$ cat config.mk
export PLATFORM = sky130hd
export DESIGN_NAME = seq_div_sign_flat
export DESIGN_NICKNAME = d
export VERILOG_FILES = /design/src/rtl/div_pkg.sv /design/src/rtl/seq_div_sign_if.sv /design/src/rtl/div_core_usign.sv /design/src/rtl/seq_div_sign.sv /design/src/flat_wrapper.sv
export SDC_FILE = /design/constraint.sdc
export NUM_CORES = 1
export LEC_CHECK = 0
export BUFFER_PORTS_ARGS = -buffer_cell sky130_fd_sc_hd__buf_2
export CAP_MARGIN = 25
export CORE_ASPECT_RATIO = 0.8
export CORE_MARGIN = 1.5
export CORE_UTILIZATION = 53
export CTS_CLUSTER_DIAMETER = 120
export CTS_CLUSTER_SIZE = 40
export DETAILED_ROUTE_END_ITERATION = 7
export PLACE_DENSITY = 0.87
export SLEW_MARGIN = 15
export SYNTH_ARGS = -nofsm -noshare
export SYNTH_HDL_FRONTEND = slang
export SYNTH_SLANG_ARGS = --single-unit
$ cat constraint.sdc
create_clock -name clk -period 3.2 [get_ports clk]
set_input_delay 0 -clock clk [delete_from_list [all_inputs] [get_ports clk]]
set_output_delay 0 -clock clk [all_outputs]
set_load 0.01 [all_outputs]
$ cat src/rtl/div_pkg.sv
`default_nettype none
// ============================================================================
// Module  : div_pkg
// Purpose : Shared types for the sequential signed/unsigned divider.
//           - state_t : FSM encoding IDLE / RUN / FIX (2 bits)
//           - cnt_width(): iteration counter width, $clog2(N+1)
// Revision: 1.0  initial release
// ============================================================================
package div_pkg;

   typedef enum logic [1:0] {
      ST_IDLE = 2'd0,
      ST_RUN  = 2'd1,
      ST_FIX  = 2'd2
   } state_t;

   function automatic int cnt_width(input int n);
      return $clog2(n + 1);
   endfunction

endpackage
`default_nettype wire

$ cat src/rtl/seq_div_sign_if.sv
`default_nettype none
// ============================================================================
// Module  : seq_div_sign_if
// Purpose : Request/result bundle of the sequential divider.
//   master : drives start, A (dividend), B (divisor), sn (signed mode)
//            receives busy, done, quot, rem, div_by_zero
//   slave  : the divider side of the same signals
// Revision: 1.0  initial release
// ============================================================================
interface seq_div_sign_if #(
   parameter int N = 32,
   parameter int M = 11
);
   logic         start;
   logic [N-1:0] A;
   logic [M-1:0] B;
   logic         sn;
   logic         busy;
   logic         done;
   logic [N-1:0] quot;
   logic [M-1:0] rem;
   logic         div_by_zero;

   modport master (
      output start, A, B, sn,
      input  busy, done, quot, rem, div_by_zero
   );

   modport slave (
      input  start, A, B, sn,
      output busy, done, quot, rem, div_by_zero
   );
endinterface
`default_nettype wire

$ cat src/rtl/div_core_usign.sv
`default_nettype none
// ============================================================================
// Module  : div_core_usign
// Purpose : Unsigned radix-2 restoring division datapath.
//   clk, rst : clock, asynchronous active-high reset
//   load     : capture a_mag into the quotient register, clear remainder
//   step     : perform one shift / trial-subtract iteration
//   a_mag    : dividend magnitude (N bits)
//   b_mag    : divisor magnitude (M bits), must be stable during steps
//   q_mag    : quotient magnitude
//   r_mag    : remainder magnitude
// Revision: 1.0  initial release
// ============================================================================
module div_core_usign #(
   parameter int N = 32,
   parameter int M = 11
) (
   input  logic         clk,
   input  logic         rst,
   input  logic         load,
   input  logic         step,
   input  logic [N-1:0] a_mag,
   input  logic [M-1:0] b_mag,
   output logic [N-1:0] q_mag,
   output logic [M-1:0] r_mag
);

   // The quotient register starts out holding the dividend; its MSB feeds
   // the remainder each step while quotient bits fill in from the LSB.
   logic [N-1:0] q_q, q_d;
   logic [M-1:0] r_q, r_d;
   logic [M:0]   r_shift;   // M+1 bits: pre-subtract partial remainder
   logic         r_ge;
   logic [M-1:0] r_sub;

   always_comb begin
      r_shift = {r_q, q_q[N-1]};
      r_ge    = (r_shift >= {1'b0, b_mag});
      // When r_ge holds the difference is below b_mag, so M bits suffice.
      r_sub   = r_shift[M-1:0] - b_mag;
      q_d     = q_q;
      r_d     = r_q;
      if (load) begin
         q_d = a_mag;
         r_d = '0;
      end else if (step) begin
         if (r_ge) begin
            r_d = r_sub;
            q_d = {q_q[N-2:0], 1'b1};
         end else begin
            r_d = r_shift[M-1:0];
            q_d = {q_q[N-2:0], 1'b0};
         end
      end
   end

   always_ff @(posedge clk or posedge rst) begin
      if (rst) begin
         q_q <= '0;
         r_q <= '0;
      end else begin
         q_q <= q_d;
         r_q <= r_d;
      end
   end

   assign q_mag = q_q;
   assign r_mag = r_q;

endmodule
`default_nettype wire

$ cat src/rtl/seq_div_sign.sv
`default_nettype none
// ============================================================================
// Module  : seq_div_sign
// Purpose : Iterative signed/unsigned divider, N-bit dividend / M-bit divisor.
//           Magnitudes are divided by div_core_usign, then one FIX cycle
//           applies C-style sign correction (truncate toward zero, remainder
//           follows the dividend). done pulses N+1 edges after start.
//   clk, rst : clock, asynchronous active-high reset
//   bus      : seq_div_sign_if.slave (start/A/B/sn in; busy/done/quot/rem/
//              div_by_zero out)
// Revision: 1.0  initial release
// ============================================================================
module seq_div_sign
   import div_pkg::*;
#(
   parameter int N = 32,
   parameter int M = 11
) (
   input  logic                 clk,
   input  logic                 rst,
   seq_div_sign_if.slave        bus
);

   localparam int CW = cnt_width(N);

   state_t         state_q, state_d;
   logic [CW-1:0]  cnt_q, cnt_d;
   logic           sa_q, sa_d;       // dividend negative
   logic           sb_q, sb_d;       // divisor negative
   logic           zero_q, zero_d;   // captured divisor was zero
   logic [M-1:0]   b_mag_q, b_mag_d;
   logic [M-1:0]   a_lo_q, a_lo_d;   // raw low dividend bits for B==0 result
   logic [N-1:0]   quot_q, quot_d;
   logic [M-1:0]   rem_q, rem_d;
   logic           dbz_q, dbz_d;
   logic           done_q, done_d;

   logic           a_neg, b_neg;
   logic [N-1:0]   a_mag;
   logic           load, step;
   logic [N-1:0]   q_mag;
   logic [M-1:0]   r_mag;

   // Operand magnitudes from the live bus; only used on the capture edge.
   always_comb begin
      a_neg = bus.sn & bus.A[N-1];
      b_neg = bus.sn & bus.B[M-1];
      a_mag = a_neg ? ('0 - bus.A) : bus.A;
   end

   assign load = (state_q == ST_IDLE) && bus.start;
   assign step = (state_q == ST_RUN);

   div_core_usign #(.N(N), .M(M)) u_core (
      .clk   (clk),
      .rst   (rst),
      .load  (load),
      .step  (step),
      .a_mag (a_mag),
      .b_mag (b_mag_q),
      .q_mag (q_mag),
      .r_mag (r_mag)
   );

   always_comb begin
      state_d = state_q;
      cnt_d   = cnt_q;
      sa_d    = sa_q;
      sb_d    = sb_q;
      zero_d  = zero_q;
      b_mag_d = b_mag_q;
      a_lo_d  = a_lo_q;
      quot_d  = quot_q;
      rem_d   = rem_q;
      dbz_d   = dbz_q;
      done_d  = 1'b0;
      case (state_q)
         ST_IDLE: begin
            if (bus.start) begin
               sa_d    = a_neg;
               sb_d    = b_neg;
               zero_d  = (bus.B == '0);
               b_mag_d = b_neg ? ('0 - bus.B) : bus.B;
               a_lo_d  = bus.A[M-1:0];
               cnt_d   = '0;
               state_d = ST_RUN;
            end
         end
         ST_RUN: begin
            cnt_d = cnt_q + 1'b1;
            if (cnt_q == CW'(N - 1)) state_d = ST_FIX;
         end
         ST_FIX: begin
            if (zero_q) begin
               quot_d = '1;
               rem_d  = a_lo_q;
            end else begin
               quot_d = (sa_q ^ sb_q) ? ('0 - q_mag) : q_mag;
               rem_d  = sa_q ? ('0 - r_mag) : r_mag;
            end
            dbz_d   = zero_q;
            done_d  = 1'b1;
            state_d = ST_IDLE;
         end
         default: state_d = ST_IDLE;
      endcase
   end

   always_ff @(posedge clk or posedge rst) begin
      if (rst) begin
         state_q <= ST_IDLE;
         cnt_q   <= '0;
         sa_q    <= 1'b0;
         sb_q    <= 1'b0;
         zero_q  <= 1'b0;
         b_mag_q <= '0;
         a_lo_q  <= '0;
         quot_q  <= '0;
         rem_q   <= '0;
         dbz_q   <= 1'b0;
         done_q  <= 1'b0;
      end else begin
         state_q <= state_d;
         cnt_q   <= cnt_d;
         sa_q    <= sa_d;
         sb_q    <= sb_d;
         zero_q  <= zero_d;
         b_mag_q <= b_mag_d;
         a_lo_q  <= a_lo_d;
         quot_q  <= quot_d;
         rem_q   <= rem_d;
         dbz_q   <= dbz_d;
         done_q  <= done_d;
      end
   end

   assign bus.busy        = (state_q != ST_IDLE);
   assign bus.done        = done_q;
   assign bus.quot        = quot_q;
   assign bus.rem         = rem_q;
   assign bus.div_by_zero = dbz_q;

endmodule
`default_nettype wire

$ cat src/flat_wrapper.sv
// flat-port wrapper written by rule: the top's interface ports become plain ports
module seq_div_sign_flat import div_pkg::*;
#(
   parameter int N = 32,
   parameter int M = 11
)
  (clk, rst, bus_start, bus_A, bus_B, bus_sn, bus_busy, bus_done, bus_quot, bus_rem, bus_div_by_zero);
  seq_div_sign_if #(.N(N), .M(M)) bus_i ();
  input  logic clk;
  input  logic rst;
  input wire logic [$bits(bus_i.start)-1:0] bus_start;
  input wire logic [$bits(bus_i.A)-1:0] bus_A;
  input wire logic [$bits(bus_i.B)-1:0] bus_B;
  input wire logic [$bits(bus_i.sn)-1:0] bus_sn;
  output wire logic [$bits(bus_i.busy)-1:0] bus_busy;
  output wire logic [$bits(bus_i.done)-1:0] bus_done;
  output wire logic [$bits(bus_i.quot)-1:0] bus_quot;
  output wire logic [$bits(bus_i.rem)-1:0] bus_rem;
  output wire logic [$bits(bus_i.div_by_zero)-1:0] bus_div_by_zero;
  assign bus_i.start = bus_start;
  assign bus_i.A = bus_A;
  assign bus_i.B = bus_B;
  assign bus_i.sn = bus_sn;
  assign bus_busy = bus_i.busy;
  assign bus_done = bus_i.done;
  assign bus_quot = bus_i.quot;
  assign bus_rem = bus_i.rem;
  assign bus_div_by_zero = bus_i.div_by_zero;
  seq_div_sign #(.N(N), .M(M)) u_core (.clk(clk), .rst(rst), .bus(bus_i));
endmodule
Word-level counts from Yosys, hierarchy flattened
Index checks and enable logic that the tools add are counted.
{"block": "totals", "regBits": 121, "in_bits": 47, "out_inout_bits": 46, "word_cells": 55}
{"block": "classes", "add_sub_neg": 6, "n_lt_le_gt_ge": 1, "eq_ne": 5, "mux": 18, "bitwise": 3, "reduce_logical": 9}
{"cell": "2-to-1 mux 32 bit", "n": 5}
{"cell": "2-to-1 mux 11 bit", "n": 6}
{"cell": "subtractor 1 x 32 -> 32 bit (first input constant)", "n": 2}
{"cell": "subtractor 1 x 11 -> 11 bit (first input constant)", "n": 2}
{"cell": "greater-or-equal comparator 12 x 11 -> 1 bit", "n": 1}
{"cell": "one-hot mux 6 bit (2 select lines)", "n": 1}
{"cell": "zero test 11 bit", "n": 1}
{"cell": "subtractor 11 bit", "n": 1}
{"cell": "adder 6 x 1 -> 6 bit (second input constant)", "n": 1}
{"cell": "== test 6 x 5 -> 1 bit (second input constant)", "n": 1}
{"cell": "2-to-1 mux 6 bit", "n": 1}
{"cell": "AND reduction 2 bit", "n": 3}
{"cell": "nonzero test 2 bit", "n": 3}
{"cell": "2-to-1 mux 2 bit", "n": 2}
{"cell": "one-hot mux 2 bit (2 select lines)", "n": 1}
{"cell": "AND 1 bit", "n": 2}
{"cell": "== test 2 x 1 -> 1 bit (second input constant)", "n": 1}
{"cell": "== test 2 bit (second input constant)", "n": 1}
{"cell": "zero test 2 bit", "n": 1}
{"cell": "2-to-1 mux 1 bit", "n": 2}
{"cell": "inequality test 2 x 1 -> 1 bit (second input constant)", "n": 1}
{"cell": "inequality test 2 bit (second input constant)", "n": 1}
{"cell": "logical AND 1 bit", "n": 1}
{"cell": "XOR 1 bit", "n": 1}

Depth between registers and ports, before layout
{"block": "depth", "ltp_word": 4, "depth_mapped": 10, "mapped_depth_nobuf": 9}

Hierarchy
From an unflattened synthesis, not the netlist that was laid out.
{"block": "unflattened", "cells_unflattened": 857, "hier_area_um2": 7418.4}
{"module": "seq_div_sign", "n_inst": 1, "cells_each": 576, "area_each_um2": 4817.1, "seq_area_each_um2": 1951.9}
{"module": "div_core_usign", "n_inst": 1, "cells_each": 281, "area_each_um2": 2601.2, "seq_area_each_um2": 1076.0}

Worst setup path after synthesis
No wires, ideal clock.
{"block": "synth_timing", "path_type": "flip-flop to flip-flop", "from": "register u_core.u_core.q_q[31], in the netlist u_core.u_core.q_mag[31]", "to": "register u_core.u_core.r_q[1], in the netlist u_core.u_core.r_mag[1]", "t_arrival_ns": 2.382, "required_ns": 3.080, "setup_slack_ns": 0.698, "stages_incl_launch_ff": 11, "path_buffers": 1, "path_cell_list": "dfrtp_1 -> inv_1 -> ha_1 -> fa_1 -> nand2b_1 -> a21oi_1 -> o21a_1 -> o2111a_1 -> clkbuf_1 -> o21ai_0 -> a31o_2"}
{"block": "synth_via", "elab_chain_cells": 4, "elab_cells_between_ends": 5}
{"item": "from (decl)", "line": "div_core_usign.sv:30", "text": "logic [N-1:0] q_q, q_d;"}
{"item": "from (signal assigned)", "line": "div_core_usign.sv:62", "text": "q_q <= q_d;"}
{"item": "subtractor 11 bit or greater-or-equal comparator 12 x 11 -> 1 bit (tied branches)", "line": "div_core_usign.sv:40, div_core_usign.sv:38"}
{"item": "2-to-1 mux 11 bit (*)", "line": "div_core_usign.sv:47", "text": "if (r_ge) begin"}
{"item": "2-to-1 mux 11 bit (*)", "line": "div_core_usign.sv:46", "text": "end else if (step) begin"}
{"item": "2-to-1 mux 11 bit (*)", "line": "div_core_usign.sv:43", "text": "if (load) begin"}
{"item": "to (signal assigned)", "line": "div_core_usign.sv:63", "text": "r_q <= r_d;"}
{"item": "to (decl)", "line": "div_core_usign.sv:31", "text": "logic [M-1:0] r_q, r_d;"}
Mark *: on every way between the ends. The rest lies on a longest branch, timed or not. The select of a mux whose other input is x is not followed.
A chain may end at the register's enable or synchronous reset.

Final worst setup path
{"block": "layout_timing", "from": "register u_core.u_core.q_q[31], in the netlist u_core.u_core.q_mag[31]", "to": "register u_core.u_core.r_q[0], in the netlist u_core.u_core.r_mag[0]"}
The elaborated chain is that of the path after synthesis.

==> results.sh <==
export IMPL_status="completed"
export IMPL_worstSetupStartpointType="flip-flop"
export IMPL_synth_yosys_seq_area_share_pct=41.50
export IMPL_skew_ns=0.01360
export IMPL_grt_pass1_vias=7066
export IMPL_drc=0
export IMPL_gp_congestion=0.9318
export IMPL_ys_types=57
export IMPL_slowest_delay_ns=0.44
export IMPL_setup_tns_ns=0
export IMPL_syn_area_um2=7297
export IMPL_multi_input_area_um2=3989
export IMPL_vdd_drop_max_mv=0.4484
export IMPL_drt_wl_total_um=21480
export IMPL_fin_ws_ns=0.3060
export IMPL_seqPwrFrac_pct=34.2
export IMPL_synth_area_leaders="dfrtp_1, nand2_1, o21ai_0, nor2_1, xnor2_1"
export IMPL_maxCapViolCount=0
export IMPL_clock_sinks=121
export IMPL_start_util_pct=54.04
export IMPL_synthTopCellsByCount="dfrtp_1, nand2_1, nor2_1"
export IMPL_n_antenna_cell=0
export IMPL_yosysWarnings=0
export IMPL_cts_root_buffer_cell="clkbuf_16"
export IMPL_required_ns=3.46
export IMPL_grt_pass1_wl_um=34840
export IMPL_rsz0062_at_grt="false"
export IMPL_dp_cells=1094
export IMPL_overflow=0
export IMPL_drt_first_iter_violations=817
export IMPL_grt_usage_pct=30.51
export IMPL_crit_fanout=11
export IMPL_syn2layout_area_growth_pct=23.51
export IMPL_cp_cell_sequence="inv_1 -> ha_1 -> fa_1 -> nand2b_1 -> a21oi_1 -> o21a_1 -> o2111ai_1 -> nand4_1 -> o311ai_0"
export IMPL_first_pass_iters=6
export IMPL_cts_tree="built"
export IMPL_internal_power_mw=4.506
export IMPL_io_buffers=92
export IMPL_drtAntennaViolNets=0
export IMPL_timing_final_max_slew_violations=0
export IMPL_final_core_util_pct=66.74
export IMPL_period_minus_slack_ns=2.894
export IMPL_cp_buffers_inverters=1
export IMPL_nets=1043
export IMPL_path_delay_family="compound AO/OA/AOI/OAI gates"
export IMPL_grt_max_degree=54
export IMPL_clk_pin_slew_ns=0.06
export IMPL_avgRoutedWirePerCell_um=18.33
export IMPL_power_switching_mw=3.159
export IMPL_cp_slowest_cell="o2111ai_1"
export IMPL_clock_latency_ns=0.43
export IMPL_syn_nets=923
export IMPL_power_frac_clock_pct=26.5
export IMPL_pin_count=93
export IMPL_cts_inserted_buffers=17
export IMPL_arrival_ns=3.15
export IMPL_synth_top_cell_by_area="dfrtp_1"
export IMPL_whs_ns=0.1487
export IMPL_syn_inst=859
export IMPL_dr_total_vias=7248
export IMPL_swShare_pct=41.22
export IMPL_cts_buffer_depth=2
export IMPL_synth_seq_cells=121
export IMPL_power_combinational_fraction_pct=39.2
export IMPL_finalPower_mw=7.665
export IMPL_min_path_type="input pin to flip-flop"
export IMPL_fin_cells=1172
export IMPL_place_ws_ns=0.4496
export IMPL_r2r_setup_slack_ns=0.31
export IMPL_viasPerCell=6.184
export IMPL_syn_avg_cell_area_um2=8.495
export IMPL_synth_edf_count=0
export IMPL_synth_most_common_cell="dfrtp_1"
export IMPL_rows=38
export IMPL_die_area_um2=14490
export IMPL_fillers=1020
export IMPL_p_leak_nw=3.935
export IMPL_core_area_um2=13500
export IMPL_die_h_um=108.0
export IMPL_hold_viol=0
export IMPL_setup_viol=0
export IMPL_cts_setup_buffers=0
export IMPL_dpl_cell_area_um2=7929
export IMPL_critPathKind="flip-flop to flip-flop"
export IMPL_slew_headroom_pct=36.22
export IMPL_synth_ff_type="dfrtp_1"
export IMPL_fmax_mhz=345.5
export IMPL_asyncSetResetFlopFracSynth_pct=100.0
export IMPL_die_x_um=134.2
export IMPL_final_layout_size_suffix_gt1_share_pct=16.03
export IMPL_synth_top_area_share_pct=41.50
export IMPL_seqCellArea_um2=3028
export IMPL_timing_worst_slew_pin_value_ns=0.9557
export IMPL_min_period_over_period_pct=90.44
export IMPL_htreeDepth=4
export IMPL_antenna_found_initial=0
export IMPL_dp_hpwl_um=13530
export IMPL_p_per_area_nw_per_um2=850.4
export IMPL_critPathCaptureType="flip-flop"
export IMPL_design_area_um2=9012
==> cell type report <==
| type | instances | area share (%) |
|---|---|---|
| clock buffer | 18 | 4.873 |
| clock inverter | 14 | 2.041 |
| inverter | 23 | 0.9996 |
| multi-input combinational | 662 | 44.26 |
| sequential | 121 | 33.60 |
| tap | 180 | 2.499 |
| timing repair buffer | 154 | 11.73 |
==> cells by family (layout without fill, tap and decap cells) <==
logic type | Yosys count | after routing | share of synthesized area (%)
adder cells (fa/ha/maj) | 17 | 17 | 3.018
buffers and inverters | 76 | 209 | 3.909
XOR/XNOR | 73 | 73 | 8.762
AO/OA/AOI/OAI | 241 | 241 | 20.46
AND/OR/NAND/NOR | 316 | 316 | 20.27
flip-flops | 121 | 121 | 41.50
multiplexers | 15 | 15 | 2.092
==> worst register-to-register path, delay by kind of cell (launching register included) <==
family,cells,cell delay [ns]
compound gates,4,1.19
fa+ha+maj,2,0.64
flops,1,0.37
simple gates,2,0.45
buf+inv,1,0.08
==> layout by cell type, fill, tap and decap left out, drive strengths merged, types with 20 or more instances in the layout <==
cell type    instances
dfrtp              121
nand2              118
buf                108
nor2                93
o21ai               77
a21oi               60
dlygate4sd3         46
xnor2               39
xor2                34
inv                 28
nor3                22
a31oi               20
==> state kept, by name, indices dropped and copies added, names as in the netlist <==
name and count:
u_core.a_lo_q 11, u_core.bus.done 1, u_core.bus.div_by_zero 1, u_core.u_core.r_mag 11, u_core.cnt_q 6, u_core.state_q 2, u_core.b_mag_q 11, u_core.zero_q 1
u_core.bus.rem 11, u_core.sa_q 1, u_core.bus.quot 32, u_core.u_core.q_mag 32, u_core.sb_q 1
==> routing by layer <==
metal	share of wire, %	GRT usage (%)
met1	40	38.89
met2	47	49.23
met3	9.4	7.267
met4	3.5	14.82
met5	0	0
==> path summary, 6_finish.rpt <==
kind,start,to,cells past startpoint
worst max-delay path,u_core.u_core.q_mag[31],u_core.u_core.r_mag[0],9
worst min-delay path,bus_start,u_core.a_lo_q[3],5
worst max register to register,u_core.u_core.q_mag[31],u_core.u_core.r_mag[0],9
worst min register to register,u_core.cnt_q[5],u_core.cnt_q[5],1
max in group asynchronous,rst,u_core.u_core.r_mag[3],4
min in group asynchronous,rst,u_core.bus.quot[15],3
==> power by group through the flow <==
stage | Combinational, mW | Clock (mW) | Sequential [mW]
3_3_place_gp | 2.74 | 0 | 2.54
2_1_floorplan | 2.29 | 0 | 2.33
3_5_place_dp | 2.83 | 0 | 2.58
6_report | 3.01 | 2.03 | 2.62
4_1_cts | 2.94 | 2.04 | 2.57
5_1_grt | 3.31 | 2.11 | 2.65
==> timing repair <==
| action | 4_1_cts | 5_1_grt |
|---|---|---|
| hold buffers | 46 | 0 |
| resized for setup | 0 | 0 |
| endpoints found under the hold margin | 84 | 0 |
No activity file was read; power rests on OpenSTA's default activity.
